File: config.mk
export PLATFORM = sky130hd
export DESIGN_NAME = demux_rr_sequencer
export DESIGN_NICKNAME = d
export VERILOG_FILES = /design/src/rtl/demux_seq_pkg.sv /design/src/rtl/rr_next_ch.sv /design/src/rtl/demux_rr_sequencer.sv
export SDC_FILE = /design/constraint.sdc
export NUM_CORES = 1
export LEC_CHECK = 0
export BUFFER_PORTS_ARGS = -buffer_cell sky130_fd_sc_hd__buf_2
export CELL_PAD_IN_SITES_DETAIL_PLACEMENT = 0
export CELL_PAD_IN_SITES_GLOBAL_PLACEMENT = 1
export CORE_ASPECT_RATIO = 0.9
export CORE_UTILIZATION = 37
export CTS_CLUSTER_DIAMETER = 30
export DETAILED_ROUTE_END_ITERATION = 8
export HOLD_SLACK_MARGIN = 0.02
export MAX_ROUTING_LAYER = met4
export PLACE_DENSITY_LB_ADDON = 0.1
export RECOVER_POWER = 50
export SKIP_CTS_REPAIR_TIMING = 1
export SLEW_MARGIN = 20
export SYNTH_ARGS = -nofsm -noshare
export SYNTH_HDL_FRONTEND = slang
export SYNTH_SLANG_ARGS = --single-unit
File: constraint.sdc
create_clock -name clk_i -period 1.51 [get_ports clk_i]
set_input_delay 0.0755 -clock clk_i [delete_from_list [all_inputs] [get_ports clk_i]]
set_output_delay 0.0755 -clock clk_i [all_outputs]
set_load 0.01 [all_outputs]
File: src/rtl/demux_seq_pkg.sv
// Shared types and constants for the demux round-robin sequencer.
package demux_seq_pkg;

    localparam int CH_NUM = 4;
    localparam int SEL_W  = 2;

    typedef enum logic [1:0] {
        IDLE = 2'd0,
        RUN  = 2'd1,
        SKIP = 2'd2
    } seq_state_t;

    // Width needed to count 0..burst_len-1; never narrower than one bit.
    function automatic int beat_cnt_w(input int burst_len);
        return (burst_len > 1) ? $clog2(burst_len) : 1;
    endfunction

endpackage

File: src/rtl/rr_next_ch.sv
// Combinational round-robin pick: first enabled channel after cur_ch, wrapping,
// falling back to cur_ch itself when it is the only one enabled.
module rr_next_ch
    import demux_seq_pkg::*;
(
    input  logic [SEL_W-1:0]  cur_ch,
    input  logic [CH_NUM-1:0] mask,
    output logic [SEL_W-1:0]  next_ch,
    output logic              none_en
);

    logic [SEL_W-1:0] cand;

    // Scan from the farthest offset to the nearest so the nearest enabled channel wins.
    always_comb begin
        next_ch = cur_ch;
        none_en = (mask == '0);
        cand    = cur_ch;
        for (int k = CH_NUM; k >= 1; k--) begin
            cand = cur_ch + SEL_W'(k);
            if (mask[cand]) begin
                next_ch = cand;
            end
        end
    end

endmodule

File: src/rtl/demux_rr_sequencer.sv
// Round-robin feeder for a 1-to-4 demux: registered data/select/strobe, BURST_LEN beats per channel.
// Optional per-channel beat statistics are built when DEMUX_SEQ_STATS_EN is defined.
//
// state | meaning
// IDLE  | stopped; ready_o low, outputs hold
// RUN   | accepting beats for cur_ch
// SKIP  | one-cycle hop off a channel disabled mid-burst; partial burst dropped
module demux_rr_sequencer
    import demux_seq_pkg::*;
#(
    parameter int BURST_LEN = 4,
    parameter int START_CH  = 0
) (
    input  logic                    clk_i,
    input  logic                    rst_i,
    input  logic                    enable_i,
    input  logic [CH_NUM-1:0]       chan_en_i,
    input  logic                    data_i,
    input  logic                    valid_i,
    output logic                    ready_o,
    output logic                    x_o,
    output logic [SEL_W-1:0]        sel_o,
    output logic                    strobe_o,
    output logic                    burst_done_o
`ifdef DEMUX_SEQ_STATS_EN
    ,
    input  logic                    stats_clr_i,
    output logic [CH_NUM-1:0][15:0] beat_cnt_o
`endif
);

    localparam int               CNT_W     = beat_cnt_w(BURST_LEN);
    localparam logic [CNT_W-1:0] LAST_BEAT = CNT_W'(BURST_LEN - 1);
    localparam logic [SEL_W-1:0] START_SEL = SEL_W'(START_CH);

    seq_state_t       state, state_nxt;
    logic [SEL_W-1:0] cur_ch, cur_ch_nxt, rr_ch;
    logic [CNT_W-1:0] beat_cnt, beat_cnt_nxt;
    logic             rr_none, go_idle, xfer, last_beat;

    rr_next_ch u_rr_next_ch (
        .cur_ch  (cur_ch),
        .mask    (chan_en_i),
        .next_ch (rr_ch),
        .none_en (rr_none)
    );

    assign go_idle   = !enable_i || (chan_en_i == '0);
    assign ready_o   = (state == RUN) && !go_idle;
    assign xfer      = valid_i && ready_o;
    assign last_beat = (beat_cnt == LAST_BEAT);

    always_comb begin
        state_nxt    = state;
        cur_ch_nxt   = cur_ch;
        beat_cnt_nxt = beat_cnt;
        case (state)
            IDLE: begin
                if (!go_idle) begin
                    state_nxt = chan_en_i[cur_ch] ? RUN : SKIP;
                end
            end
            RUN: begin
                if (xfer && last_beat) begin
                    beat_cnt_nxt = '0;
                    cur_ch_nxt   = rr_ch;
                end else if (xfer) begin
                    beat_cnt_nxt = beat_cnt + 1'b1;
                end
                // A last beat already advances with the new mask, so it never needs SKIP.
                if (go_idle) begin
                    state_nxt = IDLE;
                end else if (!(xfer && last_beat) && !chan_en_i[cur_ch]) begin
                    state_nxt = SKIP;
                end
            end
            SKIP: begin
                beat_cnt_nxt = '0;
                if (!rr_none) begin
                    cur_ch_nxt = rr_ch;
                end
                state_nxt = go_idle ? IDLE : RUN;
            end
            default: state_nxt = IDLE;
        endcase
    end

    always_ff @(posedge clk_i or posedge rst_i) begin
        if (rst_i) begin
            state    <= IDLE;
            cur_ch   <= START_SEL;
            beat_cnt <= '0;
        end else begin
            state    <= state_nxt;
            cur_ch   <= cur_ch_nxt;
            beat_cnt <= beat_cnt_nxt;
        end
    end

    always_ff @(posedge clk_i or posedge rst_i) begin
        if (rst_i) begin
            x_o          <= 1'b0;
            sel_o        <= START_SEL;
            strobe_o     <= 1'b0;
            burst_done_o <= 1'b0;
        end else begin
            strobe_o     <= xfer;
            burst_done_o <= xfer && last_beat;
            if (xfer) begin
                x_o   <= data_i;
                sel_o <= cur_ch;
            end
        end
    end

`ifdef DEMUX_SEQ_STATS_EN
    // Counts beats as the demux sees them, i.e. from the registered strobe/select.
    always_ff @(posedge clk_i or posedge rst_i) begin
        if (rst_i) begin
            beat_cnt_o <= '0;
        end else begin
            for (int ch = 0; ch < CH_NUM; ch++) begin
                if (stats_clr_i) begin
                    beat_cnt_o[ch] <= '0;
                end else if (strobe_o && (sel_o == SEL_W'(ch)) && (beat_cnt_o[ch] != 16'hFFFF)) begin
                    beat_cnt_o[ch] <= beat_cnt_o[ch] + 16'd1;
                end
            end
        end
    end
`endif

endmodule
; Word-level counts from Yosys, hierarchy flattened
; Cells that the tools add are included.
[classes]
addsub = 4
n_mul = 0
div = 0
order_cmp = 4
n_eq_ne = 8
shift = 0
mux = 23
bitwise = 0
reduce_logical = 15
[ops]
columns = operator, count
row1 = $mux 2, 11
row2 = $lt 2x3->1 const B, 4
row3 = $bmux 1 s2, 4
row4 = $pmux 2 s2, 2
row5 = $ne 3x2->1 const B, 2
row6 = $pmux 2 s3, 1
row7 = $mux 1, 5
row8 = $add 2x1->2 const B, 2
row9 = $add 2x2->2 const B, 2
row10 = $eq 2x2->1 const B, 2
row11 = $logic_and 1x1->1, 4
row12 = $logic_not 1->1, 4
row13 = $logic_not 4->1, 1
row14 = $ne 2x2->1 const B, 2
row15 = $reduce_and 2->1, 2
row16 = $reduce_and 3->1, 1
row17 = $eq 2x1->1 const B, 1
row18 = $logic_not 2->1, 1
row19 = $ne 2x1->1 const B, 1
row20 = $reduce_bool 2->1, 1
row21 = $logic_or 1x1->1, 1
[totals]
reg_bits = 11
latch_bits = 0
mem_bits_rw = 0
mem_bits_ro = 0
input_bits = 9
out_inout_bits = 6
word_cells = 61
mem_count = 0

; Logic depth before layout (Yosys ltp)
; Gate-level depths: netlist of the first run.
[depth]
depth_word = 11
depth_mapped = 6

; Hierarchy
; From an unflattened synthesis of the first run, not the netlist that was laid out.
[unflattened]
hier_cells = 57
hier_area_um2 = 623.1
[modules_own_cells]
columns = mod, n_inst, cells_per_inst, area_each_um2, seq_area_each_um2
row1 = demux_rr_sequencer, 1, 46, 555.5, 275.3
row2 = rr_next_ch, 1, 11, 67.6, 0.0

; Worst setup path after synthesis of the first run
; No wires, ideal clock.
[synth_path]
kind = register to register
startpoint = register cur_ch[0]
endpoint = register state[0]
setup_time_ns = 0.125
arrival_time_ns = 1.537
path_slack_ns = -0.152
stages_incl_launch_ff = 6
n_path_buf = 1
cell_sequence = dfrtp_1 > buf_6 > mux4_2 > nor3b_2 > a211oi_2 > mux2_4
[synth_via]
elab_chain_cells = 6
elab_cells_between_ends = 9
classes_between = 1 x eq/ne / 5 x mux / 3 x reduce/logical
[synth_rtl]
columns = element, line
row1 = start: declaration, demux_rr_sequencer.sv:37  ; logic [SEL_W-1:0] cur_ch, cur_ch_nxt, rr_ch;
row2 = start signal: assignment, demux_rr_sequencer.sv:95  ; cur_ch <= cur_ch_nxt;
row3 = $bmux 1 s2 (*), -
row4 = $mux 1 (not written as such) (*), "demux_rr_sequencer.sv:60, demux_rr_sequencer.sv:73"
row5 = $logic_not 1->1, demux_rr_sequencer.sv:73  ; end else if (!(xfer && last_beat) && !chan_en_i[cur_ch]) begin
row6 = $logic_and 1x1->1, demux_rr_sequencer.sv:73
row7 = $ne 3x2->1 (no source line), -
row8 = $reduce_and 2->1 (no source line), -
row9 = end signal: assignment, demux_rr_sequencer.sv:94  ; state <= state_nxt;
row10 = end: declaration, demux_rr_sequencer.sv:36  ; seq_state_t state, state_nxt;
; Every way passes the cells marked *; elsewhere a longest branch is shown, timed or not. The select of a mux whose other input is x is not followed.
; A chain may end at the register's enable or synchronous reset.

; Worst setup path after layout of the first run
; Same ends and word-level chain as after synthesis.

==> qor.yml, run 1 <==
rsz0062_at_grt: "true"
first_pass_iters: 4
p_leak_nw: 0.5211
cp-start-kind: "flip-flop"
avgViaCountPerCell: 5.197
synth_area_leaders: "dfrtp_1 34%, mux2_2 8.4%, ha_1 7.8%"
num_rows: 15
crit_arrival_ps: 1780
yosys.area.top_type: "dfrtp_1"
r2r_slack_ps: -110
cts_root_buffer: "clkbuf_4"
switchingPower_mw: 0.6911
swShare_pct: 37.28
drt-initial-drc-count: 8
die_area_um2: 2355
core-area_um2: 1971
crit_fanout: 3
final_cell_mix: "15 x buf_4, 14 x buf_2, 11 x dfrtp_1"
drive_above_1_share_pct: 55.14
grt_pass1_vias: 675
pwr-share-comb_pct: 61.2
start_util_pct: 40.63
synthSimpleGateAreaFrac_pct: 15.16
max-vdd-ir-drop_mv: 0.8966
crit_path_end_kind: "flip-flop"
numCtsBuffers: 3
gp_congestion: 0.7518
antenna_found_initial: 0
internal_power_mw: 1.163
fin_crit_ps: 1618
min_path_type: "input pin to flip-flop"
muxShareOfSynthArea_pct: 18.13
grt_max_degree: 12
seqPwrFrac_pct: 27.7
clock.fmax_mhz: 618.1
cellPowerDensity_nw_per_um2: 1737
ios: 15
syn_to_final_growth_pct: 33.28
ys_seq_area_share_pct: 34.38
synth-xor-area-share_pct: 0
die_w_um: 51.04
grt_overflow: 0
critical_path.cell_chain: "mux4_2 -> nor3b_2 -> a211oi_2 -> mux2_4"
syn_avg_cell_area_um2: 10.40
failed_checks: "setup timing"
cp_slowest_stage_delay_ps: 540
via_count: 686
setup_viol: 2
worst_slew_pin_slew_ps: 437.8
cp.required_ps: 1670
die_h_um: 46.14
synth_top_family_by_area: "multiplexers"
yosys.cell_types.count: 36
synth_top_area_share_pct: 34.38
insertion_delay_ps: 270
wl_per_cell_um: 13.68
synth_fa_ha_area_share_pct: 7.813
diodes: 0
finalPower_mw: 1.854
ys_warn_count: 0
clock_sinks: 11
cts.clk_slew.worst_paths_ps: 70
cts_tree: "built"
io_buffer_count: 14
syn_inst: 77
hpwl_um: 1366
final_common_cell: "buf_4"
clkPwrFrac_pct: 11.2
cap_violations: 0
slew_headroom_pct: 70.78
ctsLongestPathBuffers: 2
pre_cts_ws_ps: -60.08
htree_num_levels: 1
critical_path_class: "flip-flop to flip-flop"
crit_path_top_delay_cell: "mux4_2"
synth_fp_nets: 91
drc: 0
antenna_left: 0
synth_area_um2: 800.8
synth_seq_cells: 11
hold_viol: 0
finalClockSkew_ps: 1.865
wirelength_um: 1806
final.setup.worst_slack_ps: -107.8
track_usage_pct: 18.36
final_nets: 122
status: "complete, but fails checks"
slew_viol_final: 0
fin_crit_sh_pct: 107.1
grt_first_pass_wirelength_um: 2994
synth_compound_area_share_pct: 15.16
[layout make-up]
cell class,count,area [um^2]
Clock inverter,1,5.005
Sequential cell,11,275.3
Fill cell,178,903.4
Tap cell,25,31.28
Timing Repair Buffer,31,203.9
Multi-Input combinational cell,53,499.2
Clock buffer,3,22.52
Inverter,8,30.03
[sequential cells by signal, indices dropped and copies added (netlist names)]
name,flops
x_o,1
cur_ch,2
state,2
burst_done_o,1
strobe_o,1
sel_o,2
beat_cnt,2
[cells in the mapped netlist, drive strengths merged]
cell type,count
mux2i,4
nand2b,3
nor3b,2
a21boi,1
a22oi,1
and3b,1
o41a,1
buf,4
a21o,1
clkbuf,1
o41ai,1
nor2,6
nor4,1
mux2,7
nor2b,1
nand2,2
nor3,2
o32ai,1
a32o,1
nand4,1
ha,5
nor4b,1
a31oi,1
mux4,1
a211oi,1
o21ai,2
o21bai,1
nand3,1
dfrtp,11
inv,8
a21oi,2
o22ai,1
[critical path, delay by kind of cell (launching register included)]
family / cells / cell delay (ps)
AND/OR/NAND/NOR: 1 / 210
AO/OA/AOI/OAI: 1 / 80
flip-flops: 1 / 370
multiplexers: 2 / 850
[kinds of logic (layout without fill, tap and decap cells)]
logic type                 count (synthesis)  after routing
DFF                                       11             11
buffers and inverters                     13             43
and+or+nand+nor                           21             21
adders and majority gates                  5              5
AOI/OAI and AO/OA                         15             15
muxes                                     12             12
[power groups by stage]
| stage | sequential, mW | clock (mW) | combinational (mW) |
|---|---|---|---|
| 2_1_floorplan | 0.504 | 0 | 0.694 |
| 3_3_place_gp | 0.513 | 0 | 0.970 |
| 3_5_place_dp | 0.513 | 0 | 0.996 |
| 4_1_cts | 0.508 | 0.217 | 1.01 |
| 5_1_grt | 0.533 | 0.222 | 1.24 |
| 6_report | 0.513 | 0.207 | 1.13 |
[layer usage]
layer | routed length [um] | track usage [%] | vias up | share of wire [%]
met3 | 85 | 6.601 | 0 | 4.7
met2 | 857 | 28.95 | 18 | 47
met1 | 863 | 22.75 | 330 | 48
met4 | 0 | 3.889 | 0 | 0
met5 | 0 | - | - | 0
li1 | - | - | 338 | -
[final timing paths]
kind,start,end,cells past startpoint
max reg2reg,cur_ch[0]$_DFFE_PP0P_,state[0]$_DFFE_PP0P_,4
min,data_i,x_o$_DFFE_PP0P_,2
max in group asynchronous,rst_i,sel_o[1]$_DFFE_PP0P_,3
min in group asynchronous,rst_i,state[0]$_DFFE_PP0P_,3
min reg2reg,x_o$_DFFE_PP0P_,x_o$_DFFE_PP0P_,1
max,cur_ch[0]$_DFFE_PP0P_,state[0]$_DFFE_PP0P_,4
[metrics by stage]
| stage | hold slack [ps] | cell area [um^2] | utilization (%) | instances | TNS, ps |
|---|---|---|---|---|---|
| 2_1_floorplan | -72.06 | 800.8 | - | 77 | -125.6 |
| 3_3_place_gp | 95.81 | 977.2 | 49.59 | 127 | -57.17 |
| 3_5_place_dp | 97.68 | 977.2 | 49.59 | 127 | -113.9 |
| 4_1_cts | -207.3 | 1005 | 50.98 | 131 | -263.1 |
| 5_1_grt | 22.54 | 1067 | 54.16 | 132 | -318.7 |
| 6_report | 29.89 | 1067 | 54.16 | 132 | -165.6 |
No activity file was read; power rests on OpenSTA's default activity.
==> run 2, diff against run 1 <==
- CORE_UTILIZATION: 37 -> 40
- SKIP_LAST_GASP: default -> 1
- clock period: 1.51 -> 2.04 ns (I/O delays scaled with it)
==> run 2 against run 1 <==
Net effect:
- critical endpoint unchanged
- core utilization shrank 3.5 points
- the flow now finishes without violations
- via count shrank 9.8%
- clock-buffer cell count grew 1
- final cell count shrank 12%
- sequential power shrank 24%
- combinational power shrank 47%
- sequential cell count is the same
- global-route usage shrank 1.7 points
- critical path depth is the same
- highest routed layer is now met4
- sequential share of layout area grew 4.9 points
- worst setup slack gained 470 ps
- die area shrank 7.2%
==> qor.yml, run 2 (synthesis gave the netlist of run 1 again) <==
status: "complete, no violations"
ctsLongestPathBuffers: 2  # unchanged
crit_path_end_kind: "flip-flop"
ios: 15  # unchanged
grt_max_degree: 12  # unchanged
die_area_um2: 2185  # -7.2%
via_count: 619  # -9.8%
grt_pass1_vias: 611  # -9.5%
hold_slack_ps: 67.01  # +37.12 ps
final_util_pct: 50.64  # -3.5 points
hold_start: "data_i"
insertion_delay_ps: 270  # about the same
htree_num_levels: 1  # unchanged
grt_overflow: 0  # unchanged
cap_violations: 0  # unchanged
worst_slew_pin_slew_ps: 441.5  # +3.708 ps
cellPowerDensity_nw_per_um2: 1264  # -27%
reg2reg_to: "state[0]$_DFFE_PP0P_"
track_usage_pct: 16.71  # -1.7 points
crit_arrival_ps: 1830  # +50 ps
cts_tree: "built"
cts.clk_slew.worst_paths_ps: 70  # about the same
cp.required_ps: 2200  # +530 ps
fin_crit_sh_pct: 82.03  # -25 points
drive_above_1_share_pct: 29.35  # -26 points
wl_per_cell_um: 13.34  # -2.5%
diodes: 0  # unchanged
hold_path_depth: 2  # unchanged
crit_fanout: 3  # unchanged
min_path_type: "input pin to flip-flop"
rsz0062_at_grt: "false"
hpwl_um: 1141  # -16%
cts_root_buffer: "clkbuf_4"
slew_viol_final: 0  # unchanged
r2r_start: "cur_ch[0]$_DFFE_PP0P_"
antenna_left: 0  # unchanged
r2r_slack_ps: 370  # +470 ps
drc: 0  # unchanged
drt-initial-drc-count: 6  # -2
die_w_um: 49.17  # -3.7%
first_pass_iters: 4  # unchanged
critical_path_class: "flip-flop to flip-flop"
core-area_um2: 1769  # -10%
hold_viol: 0  # unchanged
clock_sinks: 11  # unchanged
gp_congestion: 0.8172  # +8.7%
final_cell_mix: "11 x dfrtp_1, 11 x buf_2, 8 x inv_1"
die_h_um: 44.45  # -3.7%
fin_tns_setup_ps: 0  # +165.6 ps
finalClockSkew_ps: 7.533  # +5.668 ps
whs_endpoint: "x_o$_DFFE_PP0P_"
fin_crit_ps: 1673  # +55.66 ps
num_rows: 14  # -1
cp-start-kind: "flip-flop"
r2r_cells: 4  # unchanged
io_buffer_count: 14  # unchanged
numCtsBuffers: 3  # unchanged
avgViaCountPerCell: 5.336  # +2.7%
syn_to_final_growth_pct: 11.87
p_leak_nw: 0.4229  # -19%
grt_first_pass_wirelength_um: 2532  # -15%
start_util_pct: 45.26  # +4.6 points
final_nets: 107  # -12%
slew_headroom_pct: 70.24  # -0.54 points
clock.fmax_mhz: 597.6  # -3.3%
max-vdd-ir-drop_mv: 0.6713  # -25%
wirelength_um: 1547  # -14%
setup_viol: 0  # -2
antenna_found_initial: 0  # unchanged
-- run 2: layer usage --
metal	GRT usage (%)	share of wire, %	vias to the layer above
li1	-	-	305
met1	16.28	42	302
met2	29.32	52	10
met3	6.186	3.7	2
met4	8.824	1.3	0
met5	-	0	-
-- run 2: area by class of cell --
cell class	instances	area (um^2)
inverters	8	30.03
flip-flops and latches	11	275.3
repair buffers	16	83.83
clock buffers	4	26.28
well taps	24	30.03
fillers	186	873.3
multi-input cells	53	450.4
-- run 2: metrics by stage --
stage / setup slack, ps / power, mW / std cells / area, um^2
floorplan: 378.1 / 0.8872 / 77 / 800.8
global placement: 429.2 / 0.9766 / 111 / 863.3
detailed placement: 387.1 / 0.9891 / 111 / 863.3
CTS: 377.1 / 1.148 / 115 / 889.6
global route: 312.0 / 1.227 / 116 / 895.9
finish: 366.5 / 1.133 / 116 / 895.9
-- run 2: how the worst max path moves through the flow --
stage | startpoint | endpoint | slack (ps)
floorplan | cur_ch[0]$_DFFE_PP0P_ | state[0]$_DFFE_PP0P_ | 380
global placement | cur_ch[1]$_DFFE_PP0P_ | state[0]$_DFFE_PP0P_ | 430
detailed placement | cur_ch[0]$_DFFE_PP0P_ | state[0]$_DFFE_PP0P_ | 390
CTS | cur_ch[0]$_DFFE_PP0P_ | state[0]$_DFFE_PP0P_ | 380
global route | state[0]$_DFFE_PP0P_ | cur_ch[1]$_DFFE_PP0P_ | 310
finish | cur_ch[0]$_DFFE_PP0P_ | state[0]$_DFFE_PP0P_ | 370
-- run 2: worst max-delay path: stages (launching register included) --
cell and delay [ps]:
dfrtp_1 380, mux4_2 560, nor3b_2 230, a211oi_2 90, mux2_4 300
-- run 2: report_power, final --
group	total [mW]	internal [mW]	switching (mW)
Combinational	0.595	0.319	0.276
Clock	0.150	0.0757	0.0741
Sequential	0.388	0.311	0.0773
==> run 3, diff against run 2 <==
- ABC_AREA: default -> 1
- CORE_UTILIZATION: 40 -> 34
- clock period: 2.04 -> 1.5 ns (I/O delays scaled with it)
==> run 3 against run 2 <==
Net effect:
- via count rose by 36%
- final cell count rose by 60%
- power rose by 88%
==> qor.yml, run 3 <==
hpwl_um: 1522  # +33%
htree_num_levels: 1  # unchanged
wl_per_cell_um: 10.21  # -23%
die_h_um: 50.26  # +13%
antenna_left: 0  # unchanged
cp-start-kind: "flip-flop"
r2r_start: "state[1]$_DFFE_PP0P_"
grt_pass1_vias: 823  # +35%
gp_congestion: 0.8085  # -1.1%
hold_viol: 0  # unchanged
drive_above_1_share_pct: 30.38  # +1.0 points
setup.worst_path.start: "state[1]$_DFFE_PP0P_"
syn_to_final_growth_pct: 24.18
p_leak_nw: 0.6306  # +49%
final.setup.worst_slack_ps: 115.3  # -251.2 ps
diodes: 0  # unchanged
ys_seq_area_share_pct: 31.29  # -3.1 points
cts.clk_slew.worst_paths_ps: 70  # about the same
critical_path.cell_chain: "inv_1 -> ha_4 -> nand4_4 -> inv_2 -> nand2_2 -> nand2_2 -> nand3_1 -> nand2_1 -> nand2_1"
ctsLongestPathBuffers: 2  # unchanged
yosysMostFrequentCell: "nand2_1"
num_rows: 17  # +3
crit_fanout: 4  # +1
io_buffer_count: 14  # unchanged
drt-initial-drc-count: 21  # +15
nFillCells: 263  # +41%
die_w_um: 55.62  # +13%
slew_headroom_pct: 71.24  # +1.0 points
critical_path_class: "flip-flop to flip-flop"
worst_slew_pin_slew_ps: 430.9  # -10.63 ps
syn_avg_cell_area_um2: 6.664  # -36%
final_cell_mix: "55 x nand2_1, 12 x nand2_2, 12 x buf_2"
hold_slack_ps: 116.2  # +49.14 ps
cts_tree: "built"
grt_max_degree: 12  # unchanged
fin_crit_ps: 1385  # -288.8 ps
syn_inst: 132  # +71%
ys.flop_type: "dfrtp_1"
cap_violations: 0  # unchanged
cp.required_ps: 1670  # -530 ps
ys_warn_count: 0  # unchanged
grt_overflow: 0  # unchanged
fin_tns_setup_ps: 0  # unchanged
insertion_delay_ps: 270  # about the same
grt_first_pass_wirelength_um: 3408  # +35%
final_util_pct: 44.65  # -6.0 points
synth_seq_cells: 11  # unchanged
hold_start: "valid_i"
min_path_type: "input pin to flip-flop"
crit_path_top_delay_cell: "dfrtp_1"
core-area_um2: 2446  # +38%
cp_slowest_stage_delay_ps: 410  # -150 ps
clock_sinks: 11  # unchanged
first_pass_iters: 4  # unchanged
setup_viol: 0  # unchanged
via_count: 839  # +36%
cp_top_family: "simple AND/OR/NAND/NOR gates"
crit_path_end_kind: "flip-flop"
drc: 0  # unchanged
crit_buf_inv: 2  # +2
synth_fp_nets: 146  # +60%
synth_area_um2: 879.6  # +9.8%
wirelength_um: 1899  # +23%
ios: 15  # unchanged
die_area_um2: 2795  # +28%
numCtsBuffers: 3  # unchanged
synth-edff-count: 0  # unchanged
max-vdd-ir-drop_mv: 0.8505  # +27%
clock.fmax_mhz: 722.2  # +21%
fin_crit_sh_pct: 92.31  # +10 points
cts_root_buffer: "clkbuf_4"
finalClockSkew_ps: 5.485  # -2.048 ps
slew_viol_final: 0  # unchanged
finalPower_mw: 2.130  # +88%
yosys.area.top_type: "dfrtp_1"
status: "complete, no violations"
start_util_pct: 35.96  # -9.3 points
async_reset_ff_share_pct: 100.0  # unchanged
final_common_cell: "nand2_1"
track_usage_pct: 16.10  # -0.61 points
synth_area_leaders: "dfrtp_1 31%, nand2_1 23%, nand2_2 8.5%"
crit_arrival_ps: 1550  # -280 ps
cellPowerDensity_nw_per_um2: 1950  # +54%
synth_common_cells: "55 x nand2_1, 12 x nand2_2, 11 x dfrtp_1, 11 x inv_1, 9 x nand3_1"
synth_top_area_share_pct: 31.29  # -3.1 points
avgViaCountPerCell: 4.511  # -15%
antenna_found_initial: 0  # unchanged
pre_cts_ws_ps: 26.98  # -360.1 ps
final_nets: 173  # +62%
yosys.cell_types.count: 19  # -47%
run 3: report_power, final:
| part | switching [mW] | total, mW | internal (mW) |
|---|---|---|---|
| clock | 0.101 | 0.204 | 0.103 |
| combinational | 0.807 | 1.39 | 0.584 |
| sequential | 0.113 | 0.536 | 0.422 |
run 3: cell families after synthesis:
kind of cell               after synthesis  share of synthesized area [%]
DFF                                     11                          31.29
adders and majority gates                5                          7.112
and+or+nand+nor                         88                          46.37
AOI/OAI and AO/OA                       10                          6.685
buffers and inverters                   18                          8.535
run 3: tightest hold or removal path: stages:
cell,delay (ps)
buf_2,110
nand4_4,100
inv_2,50
run 3: cell type report:
type                            count  area (um^2)  area share [%]
Clock buffer                        4        26.28           2.405
Timing Repair Buffer               23        143.9           13.17
Sequential cell                    11        276.5           25.31
Tap cell                           28        35.03           3.207
Inverter                           17        66.31           6.071
Multi-Input combinational cell    103        544.3           49.83
run 3: per-stage QoR:
step / cells / cell area [um^2]
after global placement: 177 / 1003
final: 186 / 1092
after global routing: 186 / 1092
after floorplan: 132 / 879.6
after CTS: 181 / 1030
after detailed placement: 177 / 1003
run 3: layer usage:
metal  GRT usage (%)  share of wire [%]
met5               -                  0
met4           3.750               0.58
met3           5.928                5.1
met2           25.30                 42
met1           19.81                 52
run 3: final timing paths:
check,cells past startpoint,slack (ps),end
max,9,120,cur_ch[1]$_DFFE_PP0P_
min in group asynchronous,3,330,burst_done_o$_DFF_PP0_
min reg2reg,2,480,sel_o[0]$_DFFE_PP0P_
max in group asynchronous,3,840,cur_ch[0]$_DFFE_PP0P_
max reg2reg,9,120,cur_ch[1]$_DFFE_PP0P_
min,3,120,strobe_o$_DFF_PP0_
